[config.mk]
export PLATFORM = sky130hd
export DESIGN_NAME = addsub_seq_ctrl
export DESIGN_NICKNAME = d
export VERILOG_FILES = /design/src/rtl/addsub_seq_pkg.sv /design/src/rtl/addsub_seq_ctrl_adder.sv /design/src/rtl/addsub_seq_ctrl.sv
export SDC_FILE = /design/constraint.sdc
export NUM_CORES = 1
export LEC_CHECK = 0
export CAP_MARGIN = 20
export CORE_UTILIZATION = 50
export DETAILED_ROUTE_END_ITERATION = 8
export MAX_ROUTING_LAYER = met4
export PLACE_DENSITY = 0.78
export SLEW_MARGIN = 30
export SYNTH_ARGS = -nofsm -noshare
export SYNTH_HDL_FRONTEND = slang
export SYNTH_SLANG_ARGS = --single-unit
[constraint.sdc]
create_clock -name clk -period 3.35 [get_ports clk]
set_input_delay 0.335 -clock clk [delete_from_list [all_inputs] [get_ports clk]]
set_output_delay 0.335 -clock clk [all_outputs]
set_load 0.05 [all_outputs]
[src/rtl/addsub_seq_pkg.sv]
// Shared types and constants for the nibble-serial add/subtract controller.
package addsub_seq_pkg;

  typedef enum logic [1:0] {
    IDLE = 2'd0,
    CALC = 2'd1,
    DONE = 2'd2
  } state_t;

  localparam int NIBBLE_W = 4;

  // Nibble-index width; never narrower than one bit.
  function automatic int idx_w(input int nibbles);
    return (nibbles > 1) ? $clog2(nibbles) : 1;
  endfunction

endpackage

[src/rtl/addsub_seq_ctrl_adder.sv]
// Classic 4-bit adder/subtractor: mode=1 inverts B and injects a carry-in of 1.
module AdderSubtractor4Bit
  import addsub_seq_pkg::*;
(
  input  logic [NIBBLE_W-1:0] i_a,
  input  logic [NIBBLE_W-1:0] i_b,
  input  logic                i_mode,
  output logic [NIBBLE_W-1:0] o_sum,
  output logic                o_carry
);

  logic [NIBBLE_W-1:0] w_b;

  assign w_b = i_b ^ {NIBBLE_W{i_mode}};
  assign {o_carry, o_sum} = {1'b0, i_a} + {1'b0, w_b} + {{NIBBLE_W{1'b0}}, i_mode};

endmodule

[src/rtl/addsub_seq_ctrl.sv]
// Wide add/subtract sequenced one nibble per cycle through a single shared
// 4-bit adder/subtractor, with valid/ready request and response channels.
module addsub_seq_ctrl
  import addsub_seq_pkg::*;
#(
  parameter int NIBBLES = 4
) (
  input  logic                        clk,
  input  logic                        rst_n,
  input  logic                        req_valid,
  output logic                        req_ready,
  input  logic [NIBBLE_W*NIBBLES-1:0] req_a,
  input  logic [NIBBLE_W*NIBBLES-1:0] req_b,
  input  logic                        req_mode,
  output logic                        rsp_valid,
  input  logic                        rsp_ready,
  output logic [NIBBLE_W*NIBBLES-1:0] rsp_result,
  output logic                        rsp_carry,
  output logic                        rsp_ovf,
  output logic                        rsp_zero
);

  localparam int W    = NIBBLE_W * NIBBLES;
  localparam int IDXW = idx_w(NIBBLES);
  localparam int BW   = IDXW + 2;
  localparam logic [IDXW-1:0] LAST = IDXW'(NIBBLES - 1);

  state_t              r_state;
  state_t              w_state_nxt;
  logic [W-1:0]        r_a;
  logic [W-1:0]        r_b;
  logic                r_mode;
  logic                r_c;
  logic [IDXW-1:0]     r_idx;
  logic [W-1:0]        r_result;
  logic                r_carry;
  logic                r_ovf;
  logic                r_zero;

  logic [BW-1:0]       w_base;
  logic [NIBBLE_W-1:0] w_a_nib;
  logic [NIBBLE_W-1:0] w_beff;
  logic [NIBBLE_W-1:0] w_unit_b;
  logic [NIBBLE_W-1:0] w_sum;
  logic                w_cout;
  logic                w_last;
  logic [W-1:0]        w_res_nxt;

  assign w_base  = BW'(r_idx) * BW'(NIBBLE_W);
  assign w_a_nib = r_a[w_base +: NIBBLE_W];
  assign w_beff  = r_mode ? ~r_b[w_base +: NIBBLE_W] : r_b[w_base +: NIBBLE_W];
  assign w_last  = (r_idx == LAST);

  // Pre-flipping B by the running carry makes the unit's own mode-driven
  // inversion cancel out, leaving A + Beff + c with the carry as carry-in.
  assign w_unit_b = w_beff ^ {NIBBLE_W{r_c}};

  AdderSubtractor4Bit u_nibble_alu (
    .i_a    (w_a_nib),
    .i_b    (w_unit_b),
    .i_mode (r_c),
    .o_sum  (w_sum),
    .o_carry(w_cout)
  );

  always_comb begin
    w_res_nxt                      = r_result;
    w_res_nxt[w_base +: NIBBLE_W]  = w_sum;
  end

  always_comb begin
    w_state_nxt = r_state;
    req_ready   = 1'b0;
    rsp_valid   = 1'b0;
    case (r_state)
      IDLE: begin
        req_ready = 1'b1;
        if (req_valid) w_state_nxt = CALC;
      end
      CALC: begin
        if (w_last) w_state_nxt = DONE;
      end
      DONE: begin
        rsp_valid = 1'b1;
        if (rsp_ready) w_state_nxt = IDLE;
      end
      default: w_state_nxt = IDLE;
    endcase
  end

  always_ff @(posedge clk or negedge rst_n) begin
    if (!rst_n) r_state <= IDLE;
    else        r_state <= w_state_nxt;
  end

  always_ff @(posedge clk or negedge rst_n) begin
    if (!rst_n) begin
      r_a      <= '0;
      r_b      <= '0;
      r_mode   <= 1'b0;
      r_c      <= 1'b0;
      r_idx    <= '0;
      r_result <= '0;
      r_carry  <= 1'b0;
      r_ovf    <= 1'b0;
      r_zero   <= 1'b0;
    end else begin
      case (r_state)
        IDLE: begin
          if (req_valid) begin
            r_a      <= req_a;
            r_b      <= req_b;
            r_mode   <= req_mode;
            r_c      <= req_mode;
            r_idx    <= '0;
            r_result <= '0;
          end
        end
        CALC: begin
          r_result <= w_res_nxt;
          r_c      <= w_cout;
          r_idx    <= w_last ? '0 : r_idx + 1'b1;
          if (w_last) begin
            r_carry <= w_cout;
            r_ovf   <= (w_a_nib[NIBBLE_W-1] == w_beff[NIBBLE_W-1]) &&
                       (w_sum[NIBBLE_W-1] != w_a_nib[NIBBLE_W-1]);
            r_zero  <= (w_res_nxt == '0);
          end
        end
        default: ;
      endcase
    end
  end

  assign rsp_result = r_result;
  assign rsp_carry  = r_carry;
  assign rsp_ovf    = r_ovf;
  assign rsp_zero   = r_zero;

endmodule

==> reports/metrics.cfg <==
[floorplan]
core_um2=5510
std_cell_rows=27
fp.dieArea_um2=6020
die_y_um=77.6
die_w_um=77.6
ios=58
initial_core_util=0.519

[place]
place_congestion=0.858
port_buffers=57
dp_hpwl_um=4470

[yosys]
avgSynthCellArea_um2=9.89
synth-edff-count=0
netlist_instances=289
yosys_warnings=0
yosysSeqAreaShare=0.499
synthDistinctLibCells=46
synth_top_area_cell=dfrtp_1
ys_seq_elements=57
syn_nets=336
synthesis.area_um2=2860
yosys.area.top_type_share=0.499
synthTopCellsByArea=dfrtp_1 (50%), nand2_1 (14%), mux4_2 (4.7%)
synth-main-ff-cell=dfrtp_1
synth-async-reset-ratio=1.00

[global_routing]
antenna_found_initial=0
grt_pass1_wl_um=10700
grt_max_degree=46
grt_overflow=0
grt_pass1_vias=2257
grt_use_total=0.237

[sta]
rsz0062_at_grt=false
period_needed_ns=3.11
fin_skew_ns=0.00504
setup_viol=0
tns_ns=0
hold_viol=44
relSlewSlack=0.494
fmax_mhz=322
final-max-slew-violation-count=0
whs_ns=-0.0155
fin_crit_sh=0.927
max_slew.worst_pin.slew_ns=0.749

[critical_path]
endpoint_kind=register
crit_arrival_ns=3.34
slowest_delay_ns=0.65
worstPathMaxFanout=6
cp.required_ns=3.58
crit_chain=buf_4 > mux4_1 > nand2_1 > o21a_1 > fa_1 > xor2_1 > o22ai_1 > nor4_1 > o211ai_1 > a221oi_1
criticalPathCategory=reg -> reg
crit_buf_inv=1
critPathLaunchType=register
critical-path-top-delay-family=compound AO/OA/AOI/OAI gates
slowest_stage=mux4_1

[cells_and_area]
num_antenna_cells=0
areaGrowthSynthToFinish_pct=29.3
final_common_cell=nand2_1
drive_gt1_frac=0.0935
fillers=445
layout_common_cells=nand2_1 (107), dfrtp_1 (57), clkdlybuf4s50_1 (56)
finalNetCount=396

[hold_path]
hold_path_class=in -> async

[flow_run]
max_cap_violations=0

[clock_network]
holdBufCountCts=0
path_clk_slew_ns=0.06
cts_buffers=9
root_buffer=clkbuf_8
htreeDepth=3
cts.sinks=57
cts_tree=done
clock_latency_ns=0.34
clk_path_buf_depth=2
post_cts_buffers=0
cts.repair.resized=0

[drt]
drc_errors=0
vias=2302
detail_route.wl_per_cell_um=14.5
ant_nets=0
wl_um=6170
first_pass_iters=4
drtIter0Drc=161
via_per_inst=5.42

[run_status]
violations=hold timing
status=finished with violations

==> worst reg2reg max path: cells and delay by family, from the launching register on <==
| family | cells | cell delay (ns) |
|---|---|---|
| mux | 1 | 0.65 |
| buf+inv | 1 | 0.21 |
| flops | 1 | 0.52 |
| simple gates | 2 | 0.44 |
| xor+xnor | 1 | 0.24 |
| compound gates | 4 | 0.71 |
| fa+ha+maj | 1 | 0.20 |
==> synth_stat cells (all sizes together), types with 2 or more instances <==
cell and instances:
buf 7, or3 2, inv 7, mux4 8, a21oi 8, clkbuf 7, nor2 9, nor4 6
ha 9, nand3b 3, xnor2 3, o22ai 2, xor2 4, o21bai 3, nand2b 2, dfrtp 57
nand2 108, o31ai 2, nand3 2, a32o 4, a21o 2, o21ai 4, a22o 12
==> metrics by stage <==
stage          area [µm²]  setup WS [ns]   util  std cells  hold WS, ns
2_1_floorplan        2860          0.368      -        289       0.0394
3_3_place_gp         3500          0.420  0.635        410        0.458
5_1_grt              3700         0.0587  0.671        425       0.0416
6_report             3700          0.243  0.671        425      -0.0155
3_5_place_dp         3500          0.285  0.635        410        0.462
4_1_cts              3690          0.245  0.671        425        0.190
==> cell type report <==
type	count	area [µm²]	area share
sequential	57	1430	0.386
multi-input combinational	211	1350	0.364
timing repair buffer	63	613	0.166
clock buffer	12	155	0.0420
tap	72	90.1	0.0244
clock inverter	3	40.0	0.0108
inverter	7	26.3	0.00711
==> metal layers <==
metal  vias to the layer above  track usage  routed length [µm]
met2                        77        0.373                3000
met3                         9       0.0435                 325
met1                      1097        0.306                2760
met5                         -            -                   0
li1                       1119            -                   -
met4                         0       0.0906                  94
==> registers in the layout (all words and copies together) (netlist names) <==
name,count
rsp_ovf,1
r_mode,1
rsp_result,16
r_c,1
r_idx,2
rsp_carry,1
r_state,2
r_a,16
r_b,16
rsp_zero,1
==> final timing paths <==
kind / start / to / slack (ns) / cells after the start
max: r_idx[0] / rsp_zero / 0.24 / 10
min in group clk: r_a[13] / r_a[13] / 0.48 / 2
min reg2reg: r_a[13] / r_a[13] / 0.48 / 2
max in group asynchronous: rst_n / r_a[1] / 2.78 / 2
max reg2reg: r_idx[0] / rsp_zero / 0.24 / 10
min: rst_n / rsp_carry / -0.02 / 1
==> cell families (layout without fill, tap and decap cells) <==
group	count (synthesis)	count (layout)	synth area share
AO/OA/AOI/OAI	46	46	0.121
XOR/XNOR	7	7	0.0241
adder cells (fa/ha/maj)	10	10	0.0464
buffers and inverters	21	85	0.0315
flip-flops	57	57	0.499
multiplexers	9	9	0.0691
AND/OR/NAND/NOR	139	139	0.209
Power is not shown: default switching activity piles up to over one toggle a cycle in this logic, so the estimate is an artifact.
